**config.mk**
```make
export PLATFORM = sky130hd
export DESIGN_NAME = fetch_queue
export DESIGN_NICKNAME = d
export VERILOG_FILES = /design/src/rtl/fetch_queue.sv
export SDC_FILE = /design/constraint.sdc
export NUM_CORES = 2
export LEC_CHECK = 0
export CORE_ASPECT_RATIO = 1.5
export CORE_MARGIN = 2
export CORE_UTILIZATION = 64
export CTS_CLUSTER_DIAMETER = 120
export CTS_CLUSTER_SIZE = 10
export DETAILED_ROUTE_END_ITERATION = 8
export PLACE_DENSITY_LB_ADDON = 0.15
export SYNTH_ARGS = -nofsm -noshare
export SYNTH_HDL_FRONTEND = slang
export SYNTH_SLANG_ARGS = --single-unit
```
**constraint.sdc**
```tcl
create_clock -name clk -period 7.2 [get_ports clk]
set_input_delay 1.44 -clock clk [delete_from_list [all_inputs] [get_ports clk]]
set_output_delay 1.44 -clock clk [all_outputs]
set_load 0.005 [all_outputs]
```
**src/rtl/fetch_queue.sv**
```systemverilog
// fetch_queue: circular buffer decoupling fetch from decode. Accepts up to two
// instructions per cycle in program order and presents the two oldest to decode.
module fetch_queue #(
    parameter int unsigned ADDR_WIDTH = 32,
    parameter int unsigned DATA_WIDTH = 32,
    parameter int unsigned DEPTH      = 8
) (
    input  logic                      clk,
    input  logic                      rst,
    input  logic                      flush,
    input  logic [ADDR_WIDTH-1:0]     instruction_addr_0,
    input  logic [ADDR_WIDTH-1:0]     instruction_addr_1,
    input  logic [DATA_WIDTH-1:0]     instruction_0,
    input  logic [DATA_WIDTH-1:0]     instruction_1,
    input  logic [1:0]                instruction_valid,
    input  logic                      predict_taken_0,
    input  logic                      predict_taken_1,
    input  logic [ADDR_WIDTH-1:0]     predict_target_0,
    input  logic [ADDR_WIDTH-1:0]     predict_target_1,
    output logic                      fetch_ready,
    output logic [ADDR_WIDTH-1:0]     dec_addr_0,
    output logic [ADDR_WIDTH-1:0]     dec_addr_1,
    output logic [DATA_WIDTH-1:0]     dec_instr_0,
    output logic [DATA_WIDTH-1:0]     dec_instr_1,
    output logic                      dec_pred_taken_0,
    output logic                      dec_pred_taken_1,
    output logic [ADDR_WIDTH-1:0]     dec_pred_target_0,
    output logic [ADDR_WIDTH-1:0]     dec_pred_target_1,
    output logic [1:0]                dec_valid,
    input  logic                      dec_ready,
    output logic [$clog2(DEPTH):0]    count
);

    localparam int unsigned PTR_W = $clog2(DEPTH);
    localparam int unsigned CNT_W = PTR_W + 1;

    typedef struct packed {
        logic [ADDR_WIDTH-1:0] addr;
        logic [DATA_WIDTH-1:0] instr;
        logic                  pred_taken;
        logic [ADDR_WIDTH-1:0] pred_target;
    } entry_t;

    entry_t            mem [DEPTH];
    logic [PTR_W-1:0]  head;
    logic [PTR_W-1:0]  tail;
    logic [PTR_W-1:0]  head_p1;
    logic [PTR_W-1:0]  tail_p1;

    entry_t            slot_0;
    entry_t            slot_1;
    entry_t            wr_ent_0;
    logic              enq_fire;
    logic              enq_two;
    logic [1:0]        enq_n;
    logic [1:0]        deq_n;
    logic [CNT_W-1:0]  count_next;

    // Pointer neighbours; DEPTH is a power of two so plain increment wraps.
    always_comb begin
        head_p1 = head + PTR_W'(1);
        tail_p1 = tail + PTR_W'(1);
    end

    // Input slot packing and compaction: a lone slot 1 lands at tail.
    always_comb begin
        slot_0.addr        = instruction_addr_0;
        slot_0.instr       = instruction_0;
        slot_0.pred_taken  = predict_taken_0;
        slot_0.pred_target = predict_target_0;
        slot_1.addr        = instruction_addr_1;
        slot_1.instr       = instruction_1;
        slot_1.pred_taken  = predict_taken_1;
        slot_1.pred_target = predict_target_1;
        wr_ent_0           = instruction_valid[0] ? slot_0 : slot_1;
    end

    // Occupancy-derived handshakes; only registered count feeds fetch_ready.
    always_comb begin
        fetch_ready = (count <= CNT_W'(DEPTH - 2));
        dec_valid   = 2'b00;
        if (count >= CNT_W'(2)) begin
            dec_valid = 2'b11;
        end else if (count == CNT_W'(1)) begin
            dec_valid = 2'b01;
        end
    end

    // Enqueue/dequeue amounts and next occupancy; flush drops the enqueue.
    always_comb begin
        enq_fire   = fetch_ready && (instruction_valid != 2'b00) && !flush;
        enq_two    = (instruction_valid == 2'b11);
        enq_n      = 2'd0;
        deq_n      = 2'd0;
        if (enq_fire) begin
            enq_n = {1'b0, instruction_valid[0]} + {1'b0, instruction_valid[1]};
        end
        if (dec_ready) begin
            deq_n = {1'b0, dec_valid[0]} + {1'b0, dec_valid[1]};
        end
        count_next = count + CNT_W'(enq_n) - CNT_W'(deq_n);
    end

    // Head, tail and occupancy registers.
    always_ff @(posedge clk or negedge rst) begin
        if (!rst) begin
            head  <= '0;
            tail  <= '0;
            count <= '0;
        end else if (flush) begin
            head  <= '0;
            tail  <= '0;
            count <= '0;
        end else begin
            head  <= head + PTR_W'(deq_n);
            tail  <= tail + PTR_W'(enq_n);
            count <= count_next;
        end
    end

    // Entry storage; cleared on reset so decode data reads zero.
    always_ff @(posedge clk or negedge rst) begin
        if (!rst) begin
            for (int unsigned i = 0; i < DEPTH; i++) begin
                mem[i] <= '0;
            end
        end else if (enq_fire) begin
            mem[tail] <= wr_ent_0;
            if (enq_two) begin
                mem[tail_p1] <= slot_1;
            end
        end
    end

    // Decode lanes read the two oldest entries directly from storage.
    always_comb begin
        dec_addr_0        = mem[head].addr;
        dec_instr_0       = mem[head].instr;
        dec_pred_taken_0  = mem[head].pred_taken;
        dec_pred_target_0 = mem[head].pred_target;
        dec_addr_1        = mem[head_p1].addr;
        dec_instr_1       = mem[head_p1].instr;
        dec_pred_taken_1  = mem[head_p1].pred_taken;
        dec_pred_target_1 = mem[head_p1].pred_target;
    end

endmodule

```
== Word-level counts from Yosys, hierarchy flattened ==
Cells that the tools add are included.
W data, S select, Z words.

* Register bits: 786
* Bits in writable memories: 0
* Latch bits: 0
* ROM bits: 0
* Memories: 0
* Bits of input ports: 200
* Output and inout port bits: 201

* Multiply operators: 0
* Muxes and demuxes: 21
* Shift operators: 0
* Order comparisons: 8
* Bitwise operators: 4
* $add $sub $neg: 8
* Reductions and logical operators: 6
* Equality and inequality tests: 2
* Div/mod/pow operators: 0

{| class="wikitable"
|+ Operators with widths
! cell !! number
|-
| $bwmux W776 || 2
|-
| $mux W776 || 1
|-
| $mux W97 || 7
|-
| $bmux W97 S3 || 2
|-
| $demux W97 S3 || 2
|-
| $ge A4 B4 Y1 const B || 4
|-
| $not A3 Y4 || 4
|-
| $lt A4 B1 Y1 const B || 2
|-
| $add A3 B1 Y3 const B || 2
|-
| $add A3 B2 Y3 || 2
|-
| $mux W2 || 3
|-
| $mux W3 || 2
|-
| $add A1 B1 Y2 || 2
|-
| $add A4 B2 Y4 || 1
|-
| $eq A4 B1 Y1 const B || 1
|-
| $ge A4 B2 Y1 const B || 1
|-
| $le A4 B3 Y1 const B || 1
|-
| $logic_and A1 B1 Y1 || 4
|-
| $mux W4 || 1
|-
| $sub A4 B2 Y4 || 1
|-
| $eq A2 B2 Y1 const B || 1
|-
| $reduce_bool A2 Y1 || 1
|-
| $logic_not A1 Y1 || 1
|-
| $mux W1 || 1
|}

== Logic depth before layout (Yosys ltp) ==
* Word-level depth: 8
* Mapped depth: 16

== Least setup slack after synthesis ==
OpenSTA, ideal clock, no wires.

* Path type: input -> register
* Start point: input instruction_valid[0]
* End point: register count[2]
* Buffers on the path: 5
* Arrival: 4316 ps
* Required time: 7068 ps
* Setup slack: 2753 ps
* Setup time: 132 ps
* Stages: 15
* Cell sequence: clkbuf_1 buf_2 buf_2 inv_1 ha_1 a2111oi_4 buf_4 buf_2 nand2_1 ha_1 inv_1 ha_1 fa_1 xnor2_1 nor2_1

* Longest elaborated chain between the ends: 7

{| class="wikitable"
|+ Ends and longest elaborated chain
! item !! line !! text
|-
| from (decl) || 15 || <nowiki>input logic [1:0] instruction_valid,</nowiki>
|-
| $reduce_bool A2 Y1 || 91 || <nowiki>enq_fire = fetch_ready && (instruction_valid != 2'b00) && !flush;</nowiki>
|-
| $logic_and A1 B1 Y1 (2 in series) || 91 ||
|-
| $mux W2 (*) || 95 || <nowiki>if (enq_fire) begin</nowiki>
|-
| $add A4 B2 Y4 (*) || 101 || <nowiki>count_next = count + CNT_W'(enq_n) - CNT_W'(deq_n);</nowiki>
|-
| $sub A4 B2 Y4 (*) || 101 ||
|-
| $mux W4 (*) || 110 || <nowiki>end else if (flush) begin</nowiki>
|-
| to (signal assigned) || 117 || <nowiki>count <= count_next;</nowiki>
|-
| to (decl) || 31 || <nowiki>output logic [$clog2(DEPTH):0] count</nowiki>
|}

Mark *: on every way between the ends. The rest lies on a longest branch, timed or not.
A chain may end at the register's enable or synchronous reset.

== Worst setup path after layout ==
* Start point: register head[1]
* End point: output dec_addr_1[28]

* Longest elaborated chain between the ends: 5

{| class="wikitable"
|+ Ends and longest elaborated chain
! item !! line !! text
|-
| from (decl) || 45 || <nowiki>logic [PTR_W-1:0] head;</nowiki>
|-
| from (signal assigned) || 115 || <nowiki>head <= head + PTR_W'(deq_n);</nowiki>
|-
| $add A3 B1 Y3 || 61 || <nowiki>head_p1 = head + PTR_W'(1);</nowiki>
|-
| $not A3 Y4 (implied by the code) || 141 || <nowiki>dec_addr_1 = mem[head_p1].addr;</nowiki>
|-
| $bmux W97 S3 || 141 ||
|-
| $mux W97 (2 in series) || n/a ||
|-
| to (decl) || 22 || <nowiki>output logic [ADDR_WIDTH-1:0] dec_addr_1,</nowiki>
|}

Every way passes these cells. The select of a mux whose other input is x is not followed.

==> impl_results.md <==
- Synth Register Bits: 786
- Setup bufs post-CTS: 0
- Register area: slightly below 20000 um^2
- VDD IR max: 0.264 mV
- Critical path's top delay family: flip-flops
- Non-Filler Instances: 4693
- RSZ-0062 raised after global routing: false
- Synthesized instance count: 3673
- DRC: 0
- Via-per-instance ratio: 8.65
- Placed insts: roughly 4600
- First-pass GRT wire length: between 200000 and 300000 um
- DP HPWL: 92800 um
- Worst Setup Path Type: reg2out
- Die Footprint: between 70000 and 80000 um^2
- Setup TNS: 0 ns
- Critical Path Max Stage Delay: about 1.1 ns
- Gp weighted congestion: 0.861
- H-tree Lvls: 3
- Placed cell area: between 50000 and 60000 um^2
- Max-slew headroom: under 10%
- Inserted Clock Buffers: 88
- Routed wire length on met3: 26400 um
- Area Overhead vs Synth: 13.4%
- PwrDens: 386 nW/um^2
- Final Max Slew Viols: 0
- Avg Cell Area, Syn: 12.8 um^2
- Num Clock Sinks: 786
- Slowest-stage cell, CP: dfrtp_4
- Startpoint type of the worst setup path: register
- Final setup fails: 0
- Die Span Y: 336 um
- Post-route ant nets: 0
- CTS tree: yes
- Hold Path Class: reg2reg
- Post-layout instance area: around 53000 um^2
- Distinct cells, synth: 43
- Vias in the first global route: 42700
- Initial antenna violation count: 13
- Maximum clock frequency: 167 MHz
- Worst Slack Setup Final: between 1 and 1.5 ns
- Top layer reached by signal wires: met5
- Period Utilization, post-route: about 83%
- WP buf/inv: 2
- Synthesized cell area: 47200 um^2
- Grt ovf: 0
- Placement Rows: 121
- Clock transition at path regs: 0.06 ns
- Clock latency on the worst-skew pair: 0.66 ns
- Total Routing Usage GR: between 40% and 50%
- Synth warnings: 0
- Slew at the pin with the worst max-slew slack: 1.38 ns
- IO Port Bufs: 400
- Routed len/inst: 37.6 um
- Fin Hold WS: 0.508 ns
- Hold buffer count at CTS: 0
- Seq/Total Area, Yosys: 41.7%
- Setup WS pre-CTS: 1.92 ns
- Vias: 40600
- CTS root buf: clkbuf_16
- Synth Net Count: 3889
- Total iterations of the first detailed-routing run: 7
- Multi-input gate area: 25300 um^2
- Crit-path max FO: 56
- Clock Skews: 0.0189 ns
- Worst path cell trace: ha_4 -> buf_12 -> mux4_2 -> mux2_2 -> clkdlybuf4s50_1
- Max Cap Viol: 0
- Initial DRC count: 6553
- Leakage: 19.3 nW
- Core ar.: 72800 um^2
- Die width: roughly 230 um
- Arrival time at the worst endpoint: 4.56 ns
- Status: complete, no violations
- Final Routed Wirelength: 176000 um
- WP data required: roughly 5.8 ns
- Layout cells sized above 1: around 25%
- Hold Vio Cnt, Final: 0
- Initial Util: between 60% and 70%
- Post-CTS Resized: 0
- Nets: slightly below 4000
- # IOs: 401
- Max clock buf depth: 3
- Largest net degree at the start of global routing: 254
- Minimum clock period: 6.00 ns
- CP Capture Type: primary output
- Fillers: about 4800
- Metal1 wirelength: 57600 um
- Met2 wire len: just under 80000 um
==> cell usage in the layout, fill, tap and decap left out, types with 20 or more instances in the layout <==
master and instances:
dfrtp_1 783, a22oi_1 501, o2bb2ai_1 493, clkdlybuf4s50_1 398
mux4_2 388, mux2_2 291, o22ai_1 283, a2bb2oi_1 255
clkbuf_16 93, buf_4 65, inv_1 20, a2bb2oi_2 20
==> path summary, 6_finish.rpt <==
path                       startpoint              to  slack, ns  depth (start not counted)
max                           head[1]  dec_addr_1[28]       1.20                          5
min                          mem[154]        mem[154]       0.51                          1
max reg2reg                   tail[0]        mem[588]       2.83                          6
min reg2reg                  mem[154]        mem[154]       0.51                          1
max in group asynchronous         rst         mem[45]       4.84                          2
min in group asynchronous         rst         mem[85]       0.76                          1
==> sequential cells by signal (all words and copies together), names as in the netlist <==
signal	cells
mem	776
tail	3
count	4
head	3
==> stage by stage <==
stage,power [mW],utilization (%)
after global routing,21.3,73.4
after floorplan,12.2,-
after CTS,20.4,73.4
after global placement,15.9,70.1
after detailed placement,16.3,70.1
final,20.6,73.4
==> cell usage after synthesis (all sizes together) <==
library cell	count	area (um^2)
or3b	1	8.76
clkinv	1	3.75
a2bb2oi	275	2530
nand2b	1	6.26
o21ai	6	41.3
o22ai	283	1770
fa	3	60.1
nor3	5	45.0
mux2	291	3280
clkbuf	345	1290
buf	202	991
nor2	16	65.1
xor2	4	42.6
nor2b	4	25.0
nand2	10	37.5
a2111oi	1	27.5
nor3b	4	30.0
inv	20	75.1
a21o	2	15.0
nand3	2	10.0
a22oi	501	3760
nand3b	2	15.0
a21oi	6	63.8
and2	1	6.26
and3	1	6.26
mux4	388	8740
or2	2	12.5
a2111o	1	11.3
ha	13	163
xnor2	3	33.8
dfrtp	786	19700
o2bb2ai	493	4320
==> kinds of logic after synthesis <==
family | count (synthesis) | synth area share [%]
compound gates | 1568 | 26.6
flops | 786 | 41.7
mux | 679 | 25.5
buf+inv | 568 | 5.01
simple gates | 49 | 0.568
fa+ha+maj | 16 | 0.472
xor+xnor | 7 | 0.162
==> area by class of cell <==
| cell class | count | area share, % |
|---|---|---|
| Multi-Input combinational cell | 2319 | 47.4 |
| Sequential cell | 786 | 36.8 |
| Timing Repair Buffer | 477 | 8.88 |
| Clock buffer | 94 | 4.36 |
| Tap cell | 984 | 2.30 |
| Inverter | 21 | 0.147 |
| Clock inverter | 3 | 0.0889 |
| Antenna cell | 9 | 0.0421 |
==> where the power goes <==
part	internal (mW)	switching, mW
clock network	2.29	1.81
registers	5.76	1.28
logic	5.49	3.99
==> metal layers <==
layer	vias up	track usage [%]
met1	20100	59.9
li1	15300	-
met2	4045	68.9
met3	1083	14.9
met5	-	0
met4	8	29.8
Note: power is estimated with default switching activity, not from simulation.
